### src/rtl/pe_mac_sequencer.sv
// Command sequencer for one floating-point MAC PE: clears, seeds and steps the PE
// through one job, with an optional fixed-value post-op, and returns the accumulator.
module pe_mac_sequencer #(
  parameter int ACLEN      = 4,
  parameter int DATA_WIDTH = 32,
  parameter int LEN_WIDTH  = 16
) (
  input  logic                  clk_i,
  input  logic                  rst,
  input  logic                  job_valid,
  output logic                  job_ready,
  input  logic [LEN_WIDTH-1:0]  job_len,
  input  logic [DATA_WIDTH-1:0] job_bias,
  input  logic                  job_post_en,
  input  logic [DATA_WIDTH-1:0] job_scale,
  input  logic [DATA_WIDTH-1:0] job_offset,
  input  logic                  op_valid,
  output logic                  op_ready,
  input  logic [DATA_WIDTH-1:0] op_data,
  input  logic [DATA_WIDTH-1:0] op_weight,
  output logic                  pe_cmd_valid,
  output logic [ACLEN:0]        pe_cmd,
  output logic [DATA_WIDTH-1:0] pe_param_2,
  output logic [DATA_WIDTH-1:0] pe_data,
  output logic [DATA_WIDTH-1:0] pe_weight,
  input  logic                  pe_busy,
  input  logic [DATA_WIDTH-1:0] pe_mac_value,
  output logic                  res_valid,
  input  logic                  res_ready,
  output logic [DATA_WIDTH-1:0] res_data,
  output logic                  seq_busy
);

  localparam int CW = ACLEN + 1;
  localparam logic [CW-1:0] CMD_RESET    = CW'(3'd0);
  localparam logic [CW-1:0] CMD_TRIGGER  = CW'(3'd1);
  localparam logic [CW-1:0] CMD_MUL_VAL  = CW'(3'd2);
  localparam logic [CW-1:0] CMD_ADD_VAL  = CW'(3'd3);
  localparam logic [CW-1:0] CMD_LOAD     = CW'(3'd4);
  localparam logic [CW-1:0] CMD_CONV     = CW'(3'd5);
  localparam logic [CW-1:0] CMD_FIX_MAC  = CW'(3'd6);
  localparam logic [CW-1:0] CMD_IDLE     = CW'(3'd7);
  localparam logic [DATA_WIDTH-1:0] D_ZERO = {DATA_WIDTH{1'b0}};
  localparam logic [LEN_WIDTH-1:0]  L_ZERO = {LEN_WIDTH{1'b0}};
  localparam logic [LEN_WIDTH-1:0]  L_ONE  = {{(LEN_WIDTH-1){1'b0}}, 1'b1};

  typedef enum logic [3:0] {
    S_IDLE, S_CLR, S_LOAD, S_MCONV, S_FETCH, S_WAIT, S_POST_MUL,
    S_POST_ADD, S_MFIX, S_PTRIG, S_PWAIT, S_MREST, S_RES
  } state_e;

  state_e                state_q, state_d;
  logic [LEN_WIDTH-1:0]  rem_q, rem_d;
  logic [DATA_WIDTH-1:0] bias_q, bias_d;
  logic [DATA_WIDTH-1:0] scale_q, scale_d;
  logic [DATA_WIDTH-1:0] offset_q, offset_d;
  logic                  post_en_q, post_en_d;
  logic                  seen_busy_q, seen_busy_d;
  logic                  cmd_valid_q, cmd_valid_d;
  logic [CW-1:0]         cmd_q, cmd_d;
  logic [DATA_WIDTH-1:0] param_q, param_d;
  logic                  job_ready_q, job_ready_d;
  logic                  seq_busy_q, seq_busy_d;
  logic                  res_valid_q, res_valid_d;
  logic [DATA_WIDTH-1:0] res_data_q, res_data_d;
  logic                  fire_s;
  logic                  wait_done_s;

  // Next state, job registers and the next value of every registered output.
  always_comb begin
    fire_s      = (state_q == S_FETCH) && op_valid;
    wait_done_s = seen_busy_q && !pe_busy;
    state_d     = state_q;
    rem_d       = rem_q;
    bias_d      = bias_q;
    scale_d     = scale_q;
    offset_d    = offset_q;
    post_en_d   = post_en_q;
    seen_busy_d = seen_busy_q;
    res_data_d  = res_data_q;
    cmd_valid_d = 1'b0;
    cmd_d       = CMD_IDLE;
    param_d     = D_ZERO;

    case (state_q)
      S_IDLE: begin
        if (job_valid && job_ready_q) begin
          rem_d     = job_len;
          bias_d    = job_bias;
          scale_d   = job_scale;
          offset_d  = job_offset;
          post_en_d = job_post_en;
          state_d   = S_CLR;
        end else begin
          state_d = S_IDLE;
        end
      end
      S_CLR:   state_d = S_LOAD;
      S_LOAD:  state_d = S_MCONV;
      S_MCONV: begin
        if (rem_q != L_ZERO) begin
          state_d = S_FETCH;
        end else if (post_en_q) begin
          state_d = S_POST_MUL;
        end else begin
          state_d = S_RES;
        end
      end
      S_FETCH: begin
        if (fire_s) begin
          if (rem_q != L_ZERO) begin
            rem_d = rem_q - L_ONE;
          end else begin
            rem_d = L_ZERO;
          end
          seen_busy_d = 1'b0;
          state_d     = S_WAIT;
        end else begin
          state_d = S_FETCH;
        end
      end
      // Busy rises one cycle after TRIGGER; leave only once it has been seen and dropped.
      S_WAIT: begin
        seen_busy_d = seen_busy_q | pe_busy;
        if (!wait_done_s) begin
          state_d = S_WAIT;
        end else if (rem_q != L_ZERO) begin
          state_d = S_FETCH;
        end else if (post_en_q) begin
          state_d = S_POST_MUL;
        end else begin
          state_d = S_RES;
        end
      end
      S_POST_MUL: state_d = S_POST_ADD;
      S_POST_ADD: state_d = S_MFIX;
      S_MFIX:     state_d = S_PTRIG;
      S_PTRIG: begin
        seen_busy_d = 1'b0;
        state_d     = S_PWAIT;
      end
      S_PWAIT: begin
        seen_busy_d = seen_busy_q | pe_busy;
        if (wait_done_s) begin
          state_d = S_MREST;
        end else begin
          state_d = S_PWAIT;
        end
      end
      S_MREST: state_d = S_RES;
      S_RES: begin
        if (res_valid_q && res_ready) begin
          state_d = S_IDLE;
        end else begin
          state_d = S_RES;
        end
      end
      default: state_d = S_IDLE;
    endcase

    if ((state_d == S_RES) && (state_q != S_RES)) begin
      res_data_d = pe_mac_value;
    end else begin
      res_data_d = res_data_q;
    end

    // Commands are decoded from the next state so each one appears in its own state's cycle.
    case (state_d)
      S_CLR:      begin cmd_valid_d = 1'b1; cmd_d = CMD_RESET;                     end
      S_LOAD:     begin cmd_valid_d = 1'b1; cmd_d = CMD_LOAD;    param_d = bias_q;   end
      S_MCONV:    begin cmd_valid_d = 1'b1; cmd_d = CMD_CONV;                      end
      S_POST_MUL: begin cmd_valid_d = 1'b1; cmd_d = CMD_MUL_VAL; param_d = scale_q;  end
      S_POST_ADD: begin cmd_valid_d = 1'b1; cmd_d = CMD_ADD_VAL; param_d = offset_q; end
      S_MFIX:     begin cmd_valid_d = 1'b1; cmd_d = CMD_FIX_MAC;                   end
      S_PTRIG:    begin cmd_valid_d = 1'b1; cmd_d = CMD_TRIGGER;                   end
      S_MREST:    begin cmd_valid_d = 1'b1; cmd_d = CMD_CONV;                      end
      default:    begin cmd_valid_d = 1'b0; cmd_d = CMD_IDLE;    param_d = D_ZERO;   end
    endcase

    job_ready_d = (state_d == S_IDLE);
    seq_busy_d  = (state_d != S_IDLE);
    res_valid_d = (state_d == S_RES);
  end

  // State, job and output registers with synchronous reset.
  always_ff @(posedge clk_i) begin
    if (rst) begin
      state_q     <= S_IDLE;
      rem_q       <= L_ZERO;
      bias_q      <= D_ZERO;
      scale_q     <= D_ZERO;
      offset_q    <= D_ZERO;
      post_en_q   <= 1'b0;
      seen_busy_q <= 1'b0;
      cmd_valid_q <= 1'b0;
      cmd_q       <= CMD_IDLE;
      param_q     <= D_ZERO;
      job_ready_q <= 1'b1;
      seq_busy_q  <= 1'b0;
      res_valid_q <= 1'b0;
      res_data_q  <= D_ZERO;
    end else begin
      state_q     <= state_d;
      rem_q       <= rem_d;
      bias_q      <= bias_d;
      scale_q     <= scale_d;
      offset_q    <= offset_d;
      post_en_q   <= post_en_d;
      seen_busy_q <= seen_busy_d;
      cmd_valid_q <= cmd_valid_d;
      cmd_q       <= cmd_d;
      param_q     <= param_d;
      job_ready_q <= job_ready_d;
      seq_busy_q  <= seq_busy_d;
      res_valid_q <= res_valid_d;
      res_data_q  <= res_data_d;
    end
  end

  // The operand TRIGGER must leave in the same cycle the pair is taken.
  assign op_ready     = fire_s;
  assign pe_cmd_valid = cmd_valid_q | fire_s;
  assign pe_cmd       = fire_s ? CMD_TRIGGER : cmd_q;
  assign pe_param_2   = param_q;
  assign pe_data      = fire_s ? op_data : D_ZERO;
  assign pe_weight    = fire_s ? op_weight : D_ZERO;
  assign job_ready    = job_ready_q;
  assign seq_busy     = seq_busy_q;
  assign res_valid    = res_valid_q;
  assign res_data     = res_data_q;

endmodule

### config.mk
export PLATFORM = sky130hd
export DESIGN_NAME = pe_mac_sequencer
export DESIGN_NICKNAME = d
export VERILOG_FILES = /design/src/rtl/pe_mac_sequencer.sv
export SDC_FILE = /design/constraint.sdc
export NUM_CORES = 1
export LEC_CHECK = 0
export CAP_MARGIN = 40
export CELL_PAD_IN_SITES_DETAIL_PLACEMENT = 2
export CELL_PAD_IN_SITES_GLOBAL_PLACEMENT = 2
export CORE_MARGIN = 2
export CORE_UTILIZATION = 21
export DETAILED_ROUTE_END_ITERATION = 7
export PLACE_DENSITY_LB_ADDON = 0.1
export SLEW_MARGIN = 20
export SYNTH_ARGS = -nofsm -noshare
export SYNTH_HDL_FRONTEND = slang
export SYNTH_SLANG_ARGS = --single-unit
### constraint.sdc
create_clock -name clk_i -period 2.2 [get_ports clk_i]
set_input_delay 0.22 -clock clk_i [delete_from_list [all_inputs] [get_ports clk_i]]
set_output_delay 0.22 -clock clk_i [all_outputs]
set_load 0.05 [all_outputs]
==> flow_summary_export.csv <==
group,metric,value,unit
status,status,"finished with violations",
status,failed_checks,"negative setup slack",
routing,drt_drc_violations_left,0,
placed_design,dpl.cell_count,1897,
power_and_ir_drop,p_sw,5027,uW
global_routing,grt_max_degree,98,
clock_tree,clk_transition_reported_paths,0.07,ns
critical_path,endpoint_kind,"flip-flop",
job,cap_viol_max_count,0,
routing,detail_route.first_pass.iterations,4,
critical_path,critical_path_depth,8,
clock_tree,cts.root.buffer_cell,"sky130_fd_sc_hd__clkbuf_16",
critical_path,reg2reg_depth,8,
synth,mappedNetlistArea,8433,sq um
cells_and_area,finish.cell_count_without_fillers,1956,
synth,ys_async_sr_fraction,0,
timing,layout_min_cycle_time,2.289,ns
critical_path,worst_path_max_delay_cell,"sky130_fd_sc_hd__or4_4",
routing,routed_wire_length_per_instance,20.63,microns
global_routing,grt.total_usage,0.1895,
global_routing,grt_pass1_wl,60120,microns
routing,drt_iter0_drc,233,
critical_path,critical_path.cell_chain,"or4_4 -> a2111oi_4 -> a31oi_4 -> a311oi_4 -> buf_6 -> clkbuf_16 -> nand2_4 -> a21oi_2",
power_and_ir_drop,power.clock.fraction,0.266,
power_and_ir_drop,seq_power_share,0.340,
synth,synth-seq-cells,189,
timing,rsz0062_at_grt,"yes",
cells_and_area,layout_common_cells,"sky130_fd_sc_hd__clkdlybuf4s50_1 (280), sky130_fd_sc_hd__nand2_1 (240), sky130_fd_sc_hd__dfxtp_1 (182), sky130_fd_sc_hd__a21oi_1 (113), sky130_fd_sc_hd__buf_12 (83)",
placed_design,routability_congestion_estimate,0.8125,
clock_tree,holdBufCountCts,0,
global_routing,grt_overflow_total,0,
critical_path,worst_path_largest_cell_delay,0.56,ns
timing,finalHoldWorstSlack,0.1843,ns
clock_tree,tritoncts,"built",
power_and_ir_drop,leakage,0.005551,uW
clock_tree,cts-buffers-inserted,17,
timing,max_slew.worst_pin.slew,0.6176,ns
routing,ant_nets,0,
die,die-area,41780,sq um
cells_and_area,area.sequential,3795,sq um
die,floorplan.initialDensity,0.2127,
synth,syn-mean-instance-area,8.016,sq um
timing,final.period_utilization,1.041,
cells_and_area,share_of_layout_cells_above_drive_strength_1,0.2685,
routing,routed_wl,40350,microns
synth,synth.yosys.seq_area_share,0.4487,
worst_hold_path,hold_depth,2,
clock_tree,clock_sinks,189,
power_and_ir_drop,power_density,865.4,nW/um^2
timing,timing.final.setup_violations,32,
timing,maximum_operating_frequency,436.8,MHz
worst_hold_path,hold_path.class,"input port to flip-flop",
power_and_ir_drop,ir_drop,0.5070,mV
placed_design,portBuffers,350,
synth,syn_inst,1052,
synth,synth-edff-count,0,
global_routing,antenna_found_initial,1,
clock_tree,clock_insertion_delay_worst_skew,0.45,ns
timing,slew-limit-headroom,0.5870,
die,top_level_ports,353,
die,core_area,39640,sq um
synth,yosysWarnings,0,
routing,routed_via_density,4.641,
cells_and_area,multiInputGateArea,4793,sq um
critical_path,criticalPathCategory,"flip-flop to flip-flop",
timing,endpoints_failing_hold,0,
critical_path,crit_arrival,2.67,ns
routing,dr_total_vias,9077,
critical_path,cp_num_buf_inv,2,
die,placement_rows,73,
timing,final_max_slew_viol_count,0,
critical_path,crit_family,"compound AO/OA/AOI/OAI gates",
critical_path,startpoint_kind_of_the_worst_setup_timing_path,"flip-flop",
critical_path,crit_fanout,8,
synth,ys_types,59,
placed_design,dp_hpwl,27640,microns
power_and_ir_drop,cell_internal_pwr,8119,uW
power_and_ir_drop,combinationalPowerShare,0.395,
die,dieHeight,204.4,microns
clock_tree,clock_tree_buffer_depth,2,
timing,fin_ws,-0.08948,ns
power_and_ir_drop,switching_share,0.3824,
timing,final.setup_skew,0.01312,ns
cells_and_area,area_growth,80.13,%
clock_tree,ctsHtreeMaxLevel,4,
cells_and_area,fill_cell_total_of_the_finished_layout,4309,
cells_and_area,layout.cells.most_common,"sky130_fd_sc_hd__clkdlybuf4s50_1",
critical_path,timing.critical_path.required,2.59,ns
synth,synth_flop_cell,"sky130_fd_sc_hd__dfxtp_1",
cells_and_area,layout.nets,1634,
die,die_w,204.4,microns
global_routing,via_count_of_the_first_global_routing_pass,9794,
power groups by stage:
| stage | registers [uW] | logic (uW) | clock network (uW) |
|---|---|---|---|
| floorplan | 4810 | 2400 | 0 |
| global placement | 4460 | 4860 | 0 |
| detailed placement | 4470 | 4940 | 0 |
| CTS | 4420 | 5080 | 3620 |
| global route | 4540 | 5650 | 3750 |
| finish | 4470 | 5190 | 3490 |
registers in the layout, summed over array words and instances, names as in the netlist:
register     cells
post_en_q        1
state_q          4
seq_busy         1
bias_q          32
res_data        32
offset_q        32
scale_q         32
seen_busy_q      1
cmd_q            3
job_ready        1
cmd_valid_q      1
res_valid        1
rem_q           16
pe_param_2      32
synth_stat cells, drive strengths merged (2+ instances only):
cell type  instances  area [sq um]
nand2            271          1017
dfxtp            189          3784
a21oi            145         838.3
a22oi             69         518.0
clkbuf            68         255.2
and2              65         406.6
nand3             37         185.2
o221ai            32         280.3
buf               28         187.7
nor2              25         101.4
o21ai             15         75.07
inv               12         45.04
nor3              12         71.32
a31oi             10         68.81
nand2b             8         50.05
and3               5         31.28
nor4               5         31.28
nor2b              4         25.02
or4                4         33.78
a211oi             3         22.52
and4               3         26.28
nand4b             3         26.28
o32ai              3         26.28
a221oi             2         17.52
a32o               2         20.02
ha                 2         25.02
nand3b             2         15.01
nand4              2         12.51
o21a               2         15.01
o22ai              2         12.51
or2                2         12.51
or3                2         12.51
metrics by stage:
stage | instance area (sq um) | utilization | TNS [ns] | total power [uW] | setup WS, ns
finish | 15190 | 0.3832 | -1.851 | 13150 | -0.08948
global route | 15190 | 0.3832 | -6.357 | 13940 | -0.1962
CTS | 14500 | 0.3659 | -2.460 | 13120 | -0.09229
detailed placement | 13490 | 0.3403 | -15.90 | 9413 | -0.3852
global placement | 13490 | 0.3403 | -13.71 | 9321 | -0.3183
floorplan | 8438 | - | 0 | 7208 | 0.1271
per-layer routing:
| layer | part of all wire | vias up | global-route usage |
|---|---|---|---|
| met5 | 0 | - | 0 |
| met4 | 0.012 | 0 | 0.04115 |
| met3 | 0.044 | 21 | 0.04560 |
| met2 | 0.50 | 161 | 0.3280 |
| met1 | 0.44 | 4506 | 0.2376 |
| li1 | - | 4389 | - |
path summary, 6_finish.rpt:
kind                            slack [ns]   startpoint        endpoint
worst max-delay path                 -0.09    rem_q[12]  pe_param_2[23]
worst min-delay path                  0.18          rst        rem_q[7]
worst max register to register       -0.09    rem_q[12]  pe_param_2[23]
worst min register to register        0.46  offset_q[1]   pe_param_2[1]
repair_timing:
action / CTS / global route
pin swaps: 13 / 58
buffers inserted: 8 / 9
gates cloned: 5 / 4
resized for setup: 57 / 134
setup endpoints to repair: 134 / 116
cell families after synthesis:
logic type	count (synthesis)	synth area share
fa+ha+maj	2	0.002967
xor+xnor	1	0.001039
flops	189	0.4487
other cells	1	0.0004447
compound gates	297	0.2408
simple gates	454	0.2482
buf+inv	108	0.05786
final cells by class:
class | count | share of cell area
well taps | 525 | 0.04324
diodes | 1 | 0.0001647
multi-input cells | 756 | 0.3155
clock buffers | 19 | 0.02916
repair buffers | 441 | 0.3459
inverters | 12 | 0.002965
flip-flops and latches | 189 | 0.2498
clock inverters | 13 | 0.01326
Power figures use the tool's default switching activity.
